==> src/rtl/router_fsm_nch_if.sv <==
// router_fsm_nch_if: source-side, FIFO-side and decode signals of the router FSM.
interface router_fsm_nch_if #(parameter int NUM_CH = 3, parameter int ADDR_W = 2);
    logic              pkt_valid;
    logic [ADDR_W-1:0] data_in;
    logic [NUM_CH-1:0] fifo_full;
    logic [NUM_CH-1:0] fifo_empty;
    logic [NUM_CH-1:0] soft_reset;
    logic              parity_done;
    logic              low_packet_valid;
    logic              write_enb_reg;
    logic              detect_add;
    logic              ld_state;
    logic              laf_state;
    logic              lfd_state;
    logic              full_state;
    logic              rst_int_reg;
    logic              busy;
    logic              drop_state;
    logic [ADDR_W-1:0] cur_ch;
    logic              addr_err;
    logic              timeout_err;
    modport master (
        output pkt_valid, data_in, fifo_full, fifo_empty, soft_reset, parity_done, low_packet_valid,
        input  write_enb_reg, detect_add, ld_state, laf_state, lfd_state, full_state, rst_int_reg,
               busy, drop_state, cur_ch, addr_err, timeout_err
    );
    modport slave (
        input  pkt_valid, data_in, fifo_full, fifo_empty, soft_reset, parity_done, low_packet_valid,
        output write_enb_reg, detect_add, ld_state, laf_state, lfd_state, full_state, rst_int_reg,
               busy, drop_state, cur_ch, addr_err, timeout_err
    );
endinterface

==> src/rtl/router_fsm_nch.sv <==
// router_fsm_nch: packet router control FSM for NUM_CH output channels with wait timeout and address check.
module router_fsm_nch #(
    parameter int NUM_CH   = 3,
    parameter int ADDR_W   = 2,
    parameter int WAIT_MAX = 32
) (
    input logic clk,
    input logic resetn,
    router_fsm_nch_if.slave bus
);
    localparam int CW = $clog2(WAIT_MAX + 1);
    localparam logic [CW-1:0] LAST = CW'(WAIT_MAX - 1);

    typedef enum logic [8:0] {
        DECODE_ADDRESS     = 9'h001,
        WAIT_TILL_EMPTY    = 9'h002,
        LOAD_FIRST_DATA    = 9'h004,
        LOAD_DATA          = 9'h008,
        LOAD_PARITY        = 9'h010,
        FIFO_FULL_STATE    = 9'h020,
        LOAD_AFTER_FULL    = 9'h040,
        CHECK_PARITY_ERROR = 9'h080,
        DROP_PACKET        = 9'h100
    } state_t;

    state_t state, next;
    logic [ADDR_W-1:0] cur_ch;
    logic [CW-1:0] cnt;
    logic legal, sel_full, sel_empty, sel_sr;

    assign legal     = int'(bus.data_in) < NUM_CH;
    assign sel_full  = bus.fifo_full[cur_ch];
    assign sel_empty = bus.fifo_empty[cur_ch];
    assign sel_sr    = bus.soft_reset[cur_ch];

    always_comb begin
        next = state;
        case (state)
            DECODE_ADDRESS:     if (bus.pkt_valid) next = !legal ? DROP_PACKET :
                                    bus.fifo_empty[bus.data_in] ? LOAD_FIRST_DATA : WAIT_TILL_EMPTY;
            WAIT_TILL_EMPTY:    next = sel_empty ? LOAD_FIRST_DATA : (cnt == LAST) ? DROP_PACKET : WAIT_TILL_EMPTY;
            LOAD_FIRST_DATA:    next = LOAD_DATA;
            LOAD_DATA:          next = sel_full ? FIFO_FULL_STATE : !bus.pkt_valid ? LOAD_PARITY : LOAD_DATA;
            LOAD_PARITY:        next = CHECK_PARITY_ERROR;
            FIFO_FULL_STATE:    next = sel_full ? FIFO_FULL_STATE : LOAD_AFTER_FULL;
            LOAD_AFTER_FULL:    next = bus.parity_done ? DECODE_ADDRESS : bus.low_packet_valid ? LOAD_PARITY : LOAD_DATA;
            CHECK_PARITY_ERROR: next = sel_full ? FIFO_FULL_STATE : DECODE_ADDRESS;
            DROP_PACKET:        next = bus.pkt_valid ? DROP_PACKET : DECODE_ADDRESS;
            default:            next = DECODE_ADDRESS;
        endcase
        // Soft reset of the active channel aborts any in-flight packet.
        if (sel_sr && state != DECODE_ADDRESS && state != DROP_PACKET) next = DECODE_ADDRESS;
    end

    always_ff @(posedge clk or negedge resetn) begin
        if (!resetn) begin
            state           <= DECODE_ADDRESS;
            cur_ch          <= '0;
            cnt             <= '0;
            bus.addr_err    <= 1'b0;
            bus.timeout_err <= 1'b0;
        end else begin
            state <= next;
            if (state == DECODE_ADDRESS && bus.pkt_valid && legal) cur_ch <= bus.data_in;
            cnt <= (state == WAIT_TILL_EMPTY && next == WAIT_TILL_EMPTY) ? cnt + 1'b1 : '0;
            bus.addr_err    <= state == DECODE_ADDRESS && next == DROP_PACKET;
            bus.timeout_err <= state == WAIT_TILL_EMPTY && next == DROP_PACKET;
        end
    end

    assign bus.cur_ch        = cur_ch;
    assign bus.write_enb_reg = state inside {LOAD_DATA, LOAD_PARITY, LOAD_AFTER_FULL};
    assign bus.detect_add    = state == DECODE_ADDRESS;
    assign bus.ld_state      = state == LOAD_DATA;
    assign bus.laf_state     = state == LOAD_AFTER_FULL;
    assign bus.lfd_state     = state == LOAD_FIRST_DATA;
    assign bus.full_state    = state == FIFO_FULL_STATE;
    assign bus.rst_int_reg   = state == CHECK_PARITY_ERROR;
    assign bus.drop_state    = state == DROP_PACKET;
    assign bus.busy          = !(state inside {DECODE_ADDRESS, LOAD_DATA, DROP_PACKET});
endmodule

==> src/flat_wrapper.sv <==
// flat-port wrapper written by rule: the top's interface ports become plain ports
module router_fsm_nch_flat 
#(
    parameter int NUM_CH   = 3,
    parameter int ADDR_W   = 2,
    parameter int WAIT_MAX = 32
)
  (clk, resetn, bus_pkt_valid, bus_data_in, bus_fifo_full, bus_fifo_empty, bus_soft_reset, bus_parity_done, bus_low_packet_valid, bus_write_enb_reg, bus_detect_add, bus_ld_state, bus_laf_state, bus_lfd_state, bus_full_state, bus_rst_int_reg, bus_busy, bus_drop_state, bus_cur_ch, bus_addr_err, bus_timeout_err);
  router_fsm_nch_if #(.NUM_CH(NUM_CH), .ADDR_W(ADDR_W)) bus_i ();
  input logic clk;
  input logic resetn;
  input wire logic [$bits(bus_i.pkt_valid)-1:0] bus_pkt_valid;
  input wire logic [$bits(bus_i.data_in)-1:0] bus_data_in;
  input wire logic [$bits(bus_i.fifo_full)-1:0] bus_fifo_full;
  input wire logic [$bits(bus_i.fifo_empty)-1:0] bus_fifo_empty;
  input wire logic [$bits(bus_i.soft_reset)-1:0] bus_soft_reset;
  input wire logic [$bits(bus_i.parity_done)-1:0] bus_parity_done;
  input wire logic [$bits(bus_i.low_packet_valid)-1:0] bus_low_packet_valid;
  output wire logic [$bits(bus_i.write_enb_reg)-1:0] bus_write_enb_reg;
  output wire logic [$bits(bus_i.detect_add)-1:0] bus_detect_add;
  output wire logic [$bits(bus_i.ld_state)-1:0] bus_ld_state;
  output wire logic [$bits(bus_i.laf_state)-1:0] bus_laf_state;
  output wire logic [$bits(bus_i.lfd_state)-1:0] bus_lfd_state;
  output wire logic [$bits(bus_i.full_state)-1:0] bus_full_state;
  output wire logic [$bits(bus_i.rst_int_reg)-1:0] bus_rst_int_reg;
  output wire logic [$bits(bus_i.busy)-1:0] bus_busy;
  output wire logic [$bits(bus_i.drop_state)-1:0] bus_drop_state;
  output wire logic [$bits(bus_i.cur_ch)-1:0] bus_cur_ch;
  output wire logic [$bits(bus_i.addr_err)-1:0] bus_addr_err;
  output wire logic [$bits(bus_i.timeout_err)-1:0] bus_timeout_err;
  assign bus_i.pkt_valid = bus_pkt_valid;
  assign bus_i.data_in = bus_data_in;
  assign bus_i.fifo_full = bus_fifo_full;
  assign bus_i.fifo_empty = bus_fifo_empty;
  assign bus_i.soft_reset = bus_soft_reset;
  assign bus_i.parity_done = bus_parity_done;
  assign bus_i.low_packet_valid = bus_low_packet_valid;
  assign bus_write_enb_reg = bus_i.write_enb_reg;
  assign bus_detect_add = bus_i.detect_add;
  assign bus_ld_state = bus_i.ld_state;
  assign bus_laf_state = bus_i.laf_state;
  assign bus_lfd_state = bus_i.lfd_state;
  assign bus_full_state = bus_i.full_state;
  assign bus_rst_int_reg = bus_i.rst_int_reg;
  assign bus_busy = bus_i.busy;
  assign bus_drop_state = bus_i.drop_state;
  assign bus_cur_ch = bus_i.cur_ch;
  assign bus_addr_err = bus_i.addr_err;
  assign bus_timeout_err = bus_i.timeout_err;
  router_fsm_nch #(.NUM_CH(NUM_CH), .ADDR_W(ADDR_W), .WAIT_MAX(WAIT_MAX)) u_core (.clk(clk), .resetn(resetn), .bus(bus_i));
endmodule
==> config.mk <==
export PLATFORM = sky130hd
export DESIGN_NAME = router_fsm_nch_flat
export DESIGN_NICKNAME = d
export VERILOG_FILES = /design/src/rtl/router_fsm_nch_if.sv /design/src/rtl/router_fsm_nch.sv /design/src/flat_wrapper.sv
export SDC_FILE = /design/constraint.sdc
export NUM_CORES = 1
export LEC_CHECK = 0
export ABC_AREA = 1
export BUFFER_PORTS_ARGS = -buffer_cell sky130_fd_sc_hd__buf_4
export CAP_MARGIN = 20
export CORE_MARGIN = 2
export CORE_UTILIZATION = 48
export CTS_CLUSTER_DIAMETER = 200
export DETAILED_ROUTE_END_ITERATION = 6
export GPL_ROUTABILITY_DRIVEN = 0
export PLACE_DENSITY = 0.84
export SLEW_MARGIN = 10
export SYNTH_ARGS = -nofsm -noshare
export SYNTH_HDL_FRONTEND = slang
export SYNTH_SLANG_ARGS = --single-unit
==> constraint.sdc <==
create_clock -name clk -period 1.44 [get_ports clk]
set_clock_uncertainty 0.1 [all_clocks]
set_input_delay 0.072 -clock clk [delete_from_list [all_inputs] [get_ports clk]]
set_output_delay 0.072 -clock clk [all_outputs]
set_load 0.01 [all_outputs]
==> results by group, run 1 <==
Status
  • Outcome: finished with violations
  • Failing checks: negative setup slack

Drt
  • DRC: 0
  • Vias per cell: 6.01
  • Antenna viol nets, final: 0
  • DRT Pass-1 Iters: 5
  • WL/cell: 20.4 µm
  • Initial detailed-routing violation count: 152
  • Via count: 1678
  • Final wirelength: 5700 µm

Clocking
  • Clk root buf: clkbuf_4
  • Clock-pin slew on the worst setup and hold paths: 110 ps
  • H-tree depth: 1
  • CTS Sinks: 19
  • Worst-Skew Late Latency: 310 ps
  • CTS tree: yes
  • Max Root-Sink Buffers: 2
  • Inserted Clock Buffers: 3

Yosys
  • Synth Area in Simple Gates: 0.454
  • Mux cell area share after synthesis: 0.00885
  • Largest family of logic cells by synthesized area: simple AND/OR/NAND/NOR gates
  • Synth cell count leaders: nor2_1, nand2_1, inv_1, nand3_1, dfrtp_1
  • Most common cell in the netlist: nor2_1
  • Synth area leader: dfrtp_1
  • Post-synthesis adder-cell area fraction: 0.00983
  • Mean area per synthesized cell: 7.36 µm²
  • Sequential share of the synthesized area: 0.375
  • Syn nets: 190
  • EDFF count, synth: 0
  • Cell variety after synth: 28
  • Synth top area share: 0.354
  • Synth Area in Compound Gates: 0.0511
  • XOR/XNOR share of the synthesized area: 0.0275
  • Synth area leaders: dfrtp_1, nor2_1, nand2_1, nand3_1, inv_1
  • Yosys warns: 0
  • Syn Inst Count: 173
  • Dominant synthesized flop cell: dfrtp_1
  • FF+latch count, synth: 19
  • Synthesized area: 1270 µm²
  • Asr flop ratio synth: 1.00

STA
  • Hold WS: 45.7 ps
  • Final worst path period share: 1.30
  • Worst Slack Setup Final: -439 ps
  • Fin crit period: 1880 ps
  • Achievable Freq: 532 MHz
  • Final Slew Violations: 0
  • Least-Margin Pin Slew: 410 ps
  • Hold Violations, Final: 0
  • # setup viols final: 28
  • RSZ-0062 raised after global routing: true
  • Max_slew headroom: 0.724

Worst setup path
  • Cell family with most CP delay: simple AND/OR/NAND/NOR gates
  • Worst EP required: 1540 ps
  • Worst Path Buf+Inv: 0
  • CP arrival: 1980 ps
  • Slowest-stage cell, CP: dfstp_2
  • Crit path max fanout: 6
  • Setup crit end kind: register
  • Crit-path max cell delay: 600 ps
  • Critical Setup Path Class: register to register
  • CP startpoint kind: register
  • Crit path cell chain: nor2_4 > nand2_2 > nor2_1 > nand2_1 > nand2_1 > nor2_2 > nand3_4 > nand4_4 > nor2_1

Floorplan
  • Starting Density: 0.509
  • Top Ports: 29
  • Die height: 55.5 µm
  • Core Region: 2500 µm²
  • Die Wd: 55.5 µm
  • Row count: 18
  • DIE AREA: 3080 µm²

Final layout
  • Seq. cell area: 479 µm²
  • Ant diodes: 0
  • Filler cell count in the final layout: 87
  • Nets: 267
  • Non-filler cells, final: 279
  • Area taken by multi-input logic gates: 1030 µm²
  • P&R area growth vs syn: 81.1%
  • Share of cells above drive strength 1: 0.643

Power and ir drop
  • P_leak: 1.11 nW
  • Power density over the cells: 1450 nW/µm²
  • Worst IR Drop VDD: 1.47 mV
  • Total Power: 0.00334 W

Global routing
  • GRT Util Overall: 0.313
  • Vias in the first global route: 1586
  • Remaining Overflow, GRT: 0
  • Antenna violations before repair: 0
  • Largest net degree at the start of global routing: 20
  • First-pass GRT wire length: 7530 µm

Placed design
  • Placed cells: 259
  • Post-DP HPWL: 2680 µm
  • DP Worst Slack: -366 ps
  • PortBufs: 28

Worst hold path
  • Hold WC Path Type: primary input to register

Run
  • Max-Cap Viols: 0
## registers in the layout (all words and copies together) (netlist names)
signal,cells
u_core.bus.timeout_err,1
u_core.bus.addr_err,1
u_core.state,9
u_core.cnt,6
u_core.bus.cur_ch,2
## metal layers
metal | up-vias | part of all wire | global-route usage
met5 | - | 0 | 0
met3 | 45 | 0.071 | 0.0304
met1 | 780 | 0.34 | 0.375
met2 | 145 | 0.51 | 0.582
li1 | 708 | - | -
met4 | 0 | 0.078 | 0.0976
## cell type report
type / count / share of cell area
clock buffer: 3 / 0.00977
clock inverter: 1 / 0.00217
inverter: 25 / 0.0472
multi-input combinational: 129 / 0.449
sequential: 19 / 0.208
tap: 30 / 0.0163
timing repair buffer: 72 / 0.268
## what timing repair did
action / 4_1_cts / 5_1_grt
pin swaps: 24 / 18
endpoints found under the hold margin: 20 / 0
resized for setup: 61 / 46
setup endpoints to repair: 28 / 28
setup buffers: 11 / 3
hold buffers: 2 / 0
## layout by cell type (no fill, tap or decap), types with 9 or more instances in the layout
cell	n
nor2_2	9
inv_1	11
buf_6	19
buf_4	51
nand2_1	18
nor2_4	18
nor2_1	18
nand3_1	11
nand2_2	9
dfrtp_1	16
## through the flow
step | TNS [ps] | util | area [µm²]
floorplan | -1470 | - | 1290
global placement | -3030 | 0.700 | 1750
detailed placement | -3480 | 0.700 | 1750
CTS | -5950 | 0.849 | 2120
global route | -11070 | 0.922 | 2300
finish | -10040 | 0.922 | 2300
## cell families (layout without fill, tap and decap cells)
group | count (synthesis) | in the layout
and+or+nand+nor | 112 | 112
buffers and inverters | 25 | 101
AOI/OAI and AO/OA | 11 | 11
muxes | 1 | 1
DFF | 19 | 19
xor gates and xnor gates | 4 | 4
adders and majority gates | 1 | 1
## power breakdown
part | switching (W) | internal, W
registers | 0.0000877 | 0.000613
logic | 0.00144 | 0.000922
clock network | 0.000176 | 0.000104
## final timing paths
check                                startpoint                   end  slack [ps]  cells past startpoint
worst max-delay path            u_core.state[0]         u_core.cnt[4]        -440                      9
worst min-delay path             bus_data_in[0]  u_core.bus.cur_ch[0]          50                      5
worst max register to register  u_core.state[0]         u_core.cnt[4]        -440                      9
worst min register to register    u_core.cnt[0]         u_core.cnt[0]         450                      2
max in group asynchronous                resetn       u_core.state[0]         920                      2
min in group asynchronous                resetn         u_core.cnt[5]          60                      2
## worst register-to-register path, cell delays in order, from the launching register on
cell,delay [ps]
dfstp_2,600
nor2_4,70
nand2_2,100
nor2_1,60
nand2_1,140
nand2_1,120
nor2_2,180
nand3_4,170
nand4_4,180
nor2_1,60
(Power assumes the default switching activity.)
==> run 2: changes to the inputs <==
--- a/config.mk
+++ b/config.mk
@@ -13,7 +13,9 @@
 export CTS_CLUSTER_DIAMETER = 200
 export DETAILED_ROUTE_END_ITERATION = 6
 export GPL_ROUTABILITY_DRIVEN = 0
+export GPL_TIMING_DRIVEN = 0
 export PLACE_DENSITY = 0.84
+export SETUP_SLACK_MARGIN = 0.1
 export SLEW_MARGIN = 10
 export SYNTH_ARGS = -nofsm -noshare
 export SYNTH_HDL_FRONTEND = slang
==> run 2 against run 1 <==
  * The run still ends with negative setup slack left
  * Sequential share of layout area increased by 4.3 points
  * First-iteration DRC count decreased by 69%
  * Clock power decreased by 6%
  * Critical path depth unchanged
  * Register-to-register slack improved by 140 ps
  * Combinational power decreased by 31%
  * Largest power group unchanged
  * Routed wire length decreased by 38%
  * Cell area decreased by 17%
  * Count of clock-buffer cells in the layout increased by 1
  * Power decreased by 22%
==> results by group, run 2 (synthesis results as in run 1) <==
Status
  • Outcome: finished with violations
  • Failing checks: negative setup slack

STA
  • Final Slew Violations: 0
  • # setup viols final: 28
  • Fin crit period: 1740 ps
  • Final worst path period share: 1.21
  • RSZ-0062 raised after global routing: true
  • Hold Violations, Final: 0
  • Achievable Freq: 574 MHz
  • Least-Margin Pin Slew: 336 ps
  • Worst Slack Setup Final: -302 ps
  • Max_slew headroom: 0.774

Drt
  • Vias per cell: 5.25
  • DRT Pass-1 Iters: 4
  • Antenna viol nets, final: 0
  • DRC: 0
  • WL/cell: 14.1 µm
  • Final wirelength: 3510 µm
  • Initial detailed-routing violation count: 47
  • Via count: 1308

Clocking
  • CTS Sinks: 19
  • CTS tree: yes
  • H-tree depth: 1
  • Worst-Skew Late Latency: 300 ps
  • Clk root buf: clkbuf_4
  • Inserted Clock Buffers: 3
  • Max Root-Sink Buffers: 2
  • Clock-pin slew on the worst setup and hold paths: 90 ps

Placed design
  • Area post-placement: 1540 µm²
  • Post-DP HPWL: 2240 µm
  • PortBufs: 28
  • Placed cells: 231

Final layout
  • Share of cells above drive strength 1: 0.507
  • Ant diodes: 0
  • Top reg by flops: u_core.state
  • Final Cell Area: 1900 µm²
  • P&R area growth vs syn: 49.5%
  • Nets: 237
  • Leading cell types in the layout, fill and taps excluded: buf_4, nor2_1, nand2_1
  • Biggest regs: u_core.state (9), u_core.cnt (6), u_core.bus.cur_ch (2)
  • Most common cell after layout, fill and taps aside: buf_4
  • Max FFs per register: 9
  • Non-filler cells, final: 249
  • Filler cell count in the final layout: 182

Floorplan
  • Die height: 55.5 µm
  • Die Wd: 55.5 µm
  • Row count: 18
  • Top Ports: 29
  • Core Region: 2500 µm²
  • DIE AREA: 3080 µm²
  • Starting Density: 0.509

Run
  • Max-Cap Viols: 0

Global routing
  • Largest net degree at the start of global routing: 20
  • Remaining Overflow, GRT: 0
  • Vias in the first global route: 1241
  • First-pass GRT wire length: 5380 µm
  • GRT Util Overall: 0.218
  • Antenna violations before repair: 0

Power and ir drop
  • P_leak: 0.960 nW
  • Power density over the cells: 1380 nW/µm²
  • Worst IR Drop VDD: 1.55 mV

Worst setup path
  • Worst EP required: 1560 ps
  • Crit path max fanout: 7
  • Slowest-stage cell, CP: dfrtp_1
  • Setup crit end kind: register
  • Cell family with most CP delay: simple AND/OR/NAND/NOR gates
  • Crit-path max cell delay: 420 ps
  • CP startpoint kind: register
  • Worst Path Buf+Inv: 1
  • CP arrival: 1860 ps
  • Crit path cell chain: nor2_4 > nand2_4 > inv_1 > nand3_2 > nand2_1 > nor2_2 > nand3_4 > nand2_4 > nor3b_2
  • Worst path most repeated cell: nand2_4
  • Critical Setup Path Class: register to register

Worst hold path
  • Hold WC Path Type: primary input to register
[run 2: power breakdown]
part           internal (W)  switching [W]  leakage (nW)
Sequential         0.000613       0.000107         0.256
Combinational      0.000617        0.00102         0.689
Clock              0.000108       0.000156        0.0150
Total               0.00134        0.00128         0.960
[run 2: what timing repair did]
action | CTS | global route
setup buffers | 6 | 5
endpoints found under the setup margin | 28 | 28
hold buffers | 3 | 0
endpoints found under the hold margin | 22 | 0
gates resized for setup | 40 | 21
pin swaps | 13 | 13
[run 2: final timing paths]
| check | from | endpoint | slack, ps | cells past startpoint |
|---|---|---|---|---|
| worst min-delay path | bus_fifo_full[2] | u_core.state[6] | 40 | 4 |
| worst max register to register | u_core.state[5] | u_core.state[5] | -300 | 9 |
| max in group asynchronous | resetn | u_core.state[0] | 910 | 2 |
| min in group asynchronous | resetn | u_core.cnt[5] | 70 | 2 |
| worst max-delay path | u_core.state[5] | u_core.state[5] | -300 | 9 |
| worst min register to register | u_core.cnt[0] | u_core.cnt[0] | 440 | 2 |
[run 2: worst reg2reg max path, stage by stage (launching register included)]
cell and delay (ps):
dfrtp_1 420, nor2_4 210, nand2_4 130, inv_1 120, nand3_2 120, nand2_1 110, nor2_2 50, nand3_4 120
nand2_4 90, nor3b_2 190
[run 2: per-layer routing]
layer | track usage | vias up | share of wire
met5 | 0 | - | 0
met4 | 0.0836 | 0 | 0.017
met3 | 0.0234 | 8 | 0.050
met2 | 0.381 | 47 | 0.53
met1 | 0.275 | 602 | 0.40
li1 | - | 651 | -
[run 2: cell type report]
class,count,area [µm²],share of cell area
multi-input cells,129,911,0.479
clock buffers,4,26.3,0.0138
flip-flops and latches,19,478,0.251
well taps,30,37.5,0.0197
inverters,25,104,0.0546
repair buffers,42,345,0.182
[run 2: stage by stage]
step | setup TNS, ps | total power, W | hold slack [ps] | worst slack, ps | util
2_1_floorplan | -1470 | 0.00157 | -324 | -106 | -
3_3_place_gp | -4000 | 0.00190 | -146 | -257 | 0.616
3_5_place_dp | -4170 | 0.00192 | -142 | -299 | 0.616
4_1_cts | -5400 | 0.00242 | 25.3 | -301 | 0.717
5_1_grt | -8430 | 0.00277 | 66.6 | -382 | 0.761
6_report | -6500 | 0.00262 | 44.8 | -302 | 0.761
==> run 3: changes to the inputs <==
--- a/config.mk
+++ b/config.mk
@@ -6,7 +6,7 @@
 export NUM_CORES = 1
 export LEC_CHECK = 0
 export ABC_AREA = 1
-export BUFFER_PORTS_ARGS = -buffer_cell sky130_fd_sc_hd__buf_4
+export BUFFER_PORTS_ARGS = -buffer_cell sky130_fd_sc_hd__buf_2
 export CAP_MARGIN = 20
 export CORE_MARGIN = 2
 export CORE_UTILIZATION = 48
@@ -15,7 +15,6 @@
 export GPL_ROUTABILITY_DRIVEN = 0
 export GPL_TIMING_DRIVEN = 0
 export PLACE_DENSITY = 0.84
-export SETUP_SLACK_MARGIN = 0.1
 export SLEW_MARGIN = 10
 export SYNTH_ARGS = -nofsm -noshare
 export SYNTH_HDL_FRONTEND = slang
==> run 3 against run 2 <==
  * The flow still finishes with violations (negative setup slack)
  * First-iteration DRC count rose by 13%
  * Register-to-register slack lost 20 ps
  * Die area unchanged
  * Critical path type unchanged
  * Critical endpoint is now u_core.cnt[3]
  * Highest routed layer unchanged
==> results by group, run 3 (synthesis results as in run 1) <==
Status
  • Outcome: finished with violations
  • Failing checks: negative setup slack

Final layout
  • Filler cell count in the final layout: 205
  • Nets: 238
  • Biggest regs: u_core.state (9), u_core.cnt (6), u_core.bus.cur_ch (2)
  • Share of cells above drive strength 1: 0.509
  • Final Cell Area: 1850 µm²
  • Most common cell after layout, fill and taps aside: buf_2
  • Fin util: 0.741
  • Leading cell types in the layout, fill and taps excluded: buf_2, nor2_1, inv_1
  • P&R area growth vs syn: 45.6%
  • Top reg by flops: u_core.state
  • Max FFs per register: 9
  • Seq. cell area: 478 µm²
  • Area taken by multi-input logic gates: 942 µm²
  • Ant diodes: 0

Global routing
  • Remaining Overflow, GRT: 0
  • Largest net degree at the start of global routing: 20
  • First-pass GRT wire length: 5150 µm
  • Vias in the first global route: 1181
  • GRT Util Overall: 0.210
  • Antenna violations before repair: 0

Drt
  • Routed wl met3: 163 µm
  • Max Used Layer: met4
  • DRT Pass-1 Iters: 4
  • Final wirelength: 3470 µm
  • Via count: 1335
  • Initial detailed-routing violation count: 53
  • Antenna viol nets, final: 0
  • WL/cell: 13.9 µm
  • Wl on met1: 1360 µm
  • Vias per cell: 5.34
  • Met2 routed WL: 1880 µm
  • DRC: 0

STA
  • Achievable Freq: 567 MHz
  • # setup viols final: 28
  • RSZ-0062 raised after global routing: true
  • Max_slew headroom: 0.728
  • Hold Violations, Final: 0
  • Worst Slack Setup Final: -323 ps
  • Least-Margin Pin Slew: 408 ps
  • Hold WS: 55.9 ps
  • Final Slew Violations: 0
  • Fin crit period: 1760 ps
  • Final worst path period share: 1.22

Power and ir drop
  • Worst IR Drop VDD: 1.23 mV
  • Total Power: 0.00258 W
  • Power density over the cells: 1390 nW/µm²
  • P_leak: 0.941 nW

Clocking
  • CTS Sinks: 19
  • Max Root-Sink Buffers: 2
  • Clk root buf: clkbuf_4
  • H-tree depth: 1
  • Worst-Skew Late Latency: 300 ps
  • Clock-pin slew on the worst setup and hold paths: 100 ps
  • CTS tree: yes
  • Inserted Clock Buffers: 3

Worst setup path
  • Crit path max fanout: 6
  • CP endpoint: u_core.cnt[3]
  • R2R depth: 9
  • CP startpoint kind: register
  • Worst EP required: 1530 ps
  • Reg-to-reg slack, setup: -320 ps
  • Critical Setup Path Class: register to register
  • Worst reg2reg startpoint: u_core.state[0]
  • Crit path from: u_core.state[0]
  • Worst r2r dst: u_core.cnt[3]
  • CP arrival: 1860 ps
  • Setup crit end kind: register

Floorplan
  • Die Wd: 55.5 µm
  • DIE AREA: 3080 µm²
  • Top Ports: 29
  • Die height: 55.5 µm
  • Row count: 18
  • Starting Density: 0.509
  • Core Region: 2500 µm²

Placed design
  • Area post-placement: 1470 µm²
  • Post-DP HPWL: 2170 µm
  • PortBufs: 28
  • DP Worst Slack: -283 ps

Run
  • Max-Cap Viols: 0

Worst hold path
  • Hold WC Path Type: primary input to register
## run 3: stage by stage
stage	instances	TNS, ps
2_1_floorplan	173	-1470
3_3_place_gp	231	-3990
4_1_cts	245	-5930
6_report	250	-7660
5_1_grt	250	-9830
3_5_place_dp	231	-4330
## run 3: final cells by class
cell class	instances	area share
Clock buffer	3	0.0122
Clock inverter	1	0.00270
Inverter	25	0.0533
Multi-Input combinational cell	129	0.508
Sequential cell	19	0.258
Tap cell	30	0.0203
Timing Repair Buffer	43	0.145
## run 3: critical path: stages, from the launching register on
cell,delay (ps)
dfstp_2,620
nor2_4,60
nand2_2,130
inv_4,80
nand2_2,110
nand2_1,90
nor2_4,130
nand3_4,130
nand4_4,140
nor2_1,60
## run 3: timing repair
action,4_1_cts,5_1_grt
pin swaps,7,14
setup endpoints to repair,28,28
hold buffers,2,0
buffers inserted,8,5
hold endpoints to repair,20,0
gates resized for setup,20,38
## run 3: where the power goes
part           internal, W  switching, W  total [W]
clock network     0.000104      0.000160   0.000263
logic             0.000561       0.00104    0.00160
registers         0.000613      0.000106   0.000719
total              0.00128       0.00130    0.00258
## run 3: worst min path at each step
stage,from,to,slack (ps),cells after the start
5_1_grt,bus_pkt_valid,u_core.state[4],80,4
3_3_place_gp,resetn,u_core.cnt[1],-80,1
4_1_cts,bus_low_packet_valid,u_core.state[4],6,5
3_5_place_dp,resetn,u_core.cnt[0],-80,1
6_report,bus_pkt_valid,u_core.state[4],60,4
2_1_floorplan,resetn,u_core.bus.addr_err,-320,0
## run 3: per-layer routing
layer  GRT usage  vias up
met5           0        -
met4      0.0732        0
met3      0.0187        9
met2       0.374       48
met1       0.265      627
li1            -      651
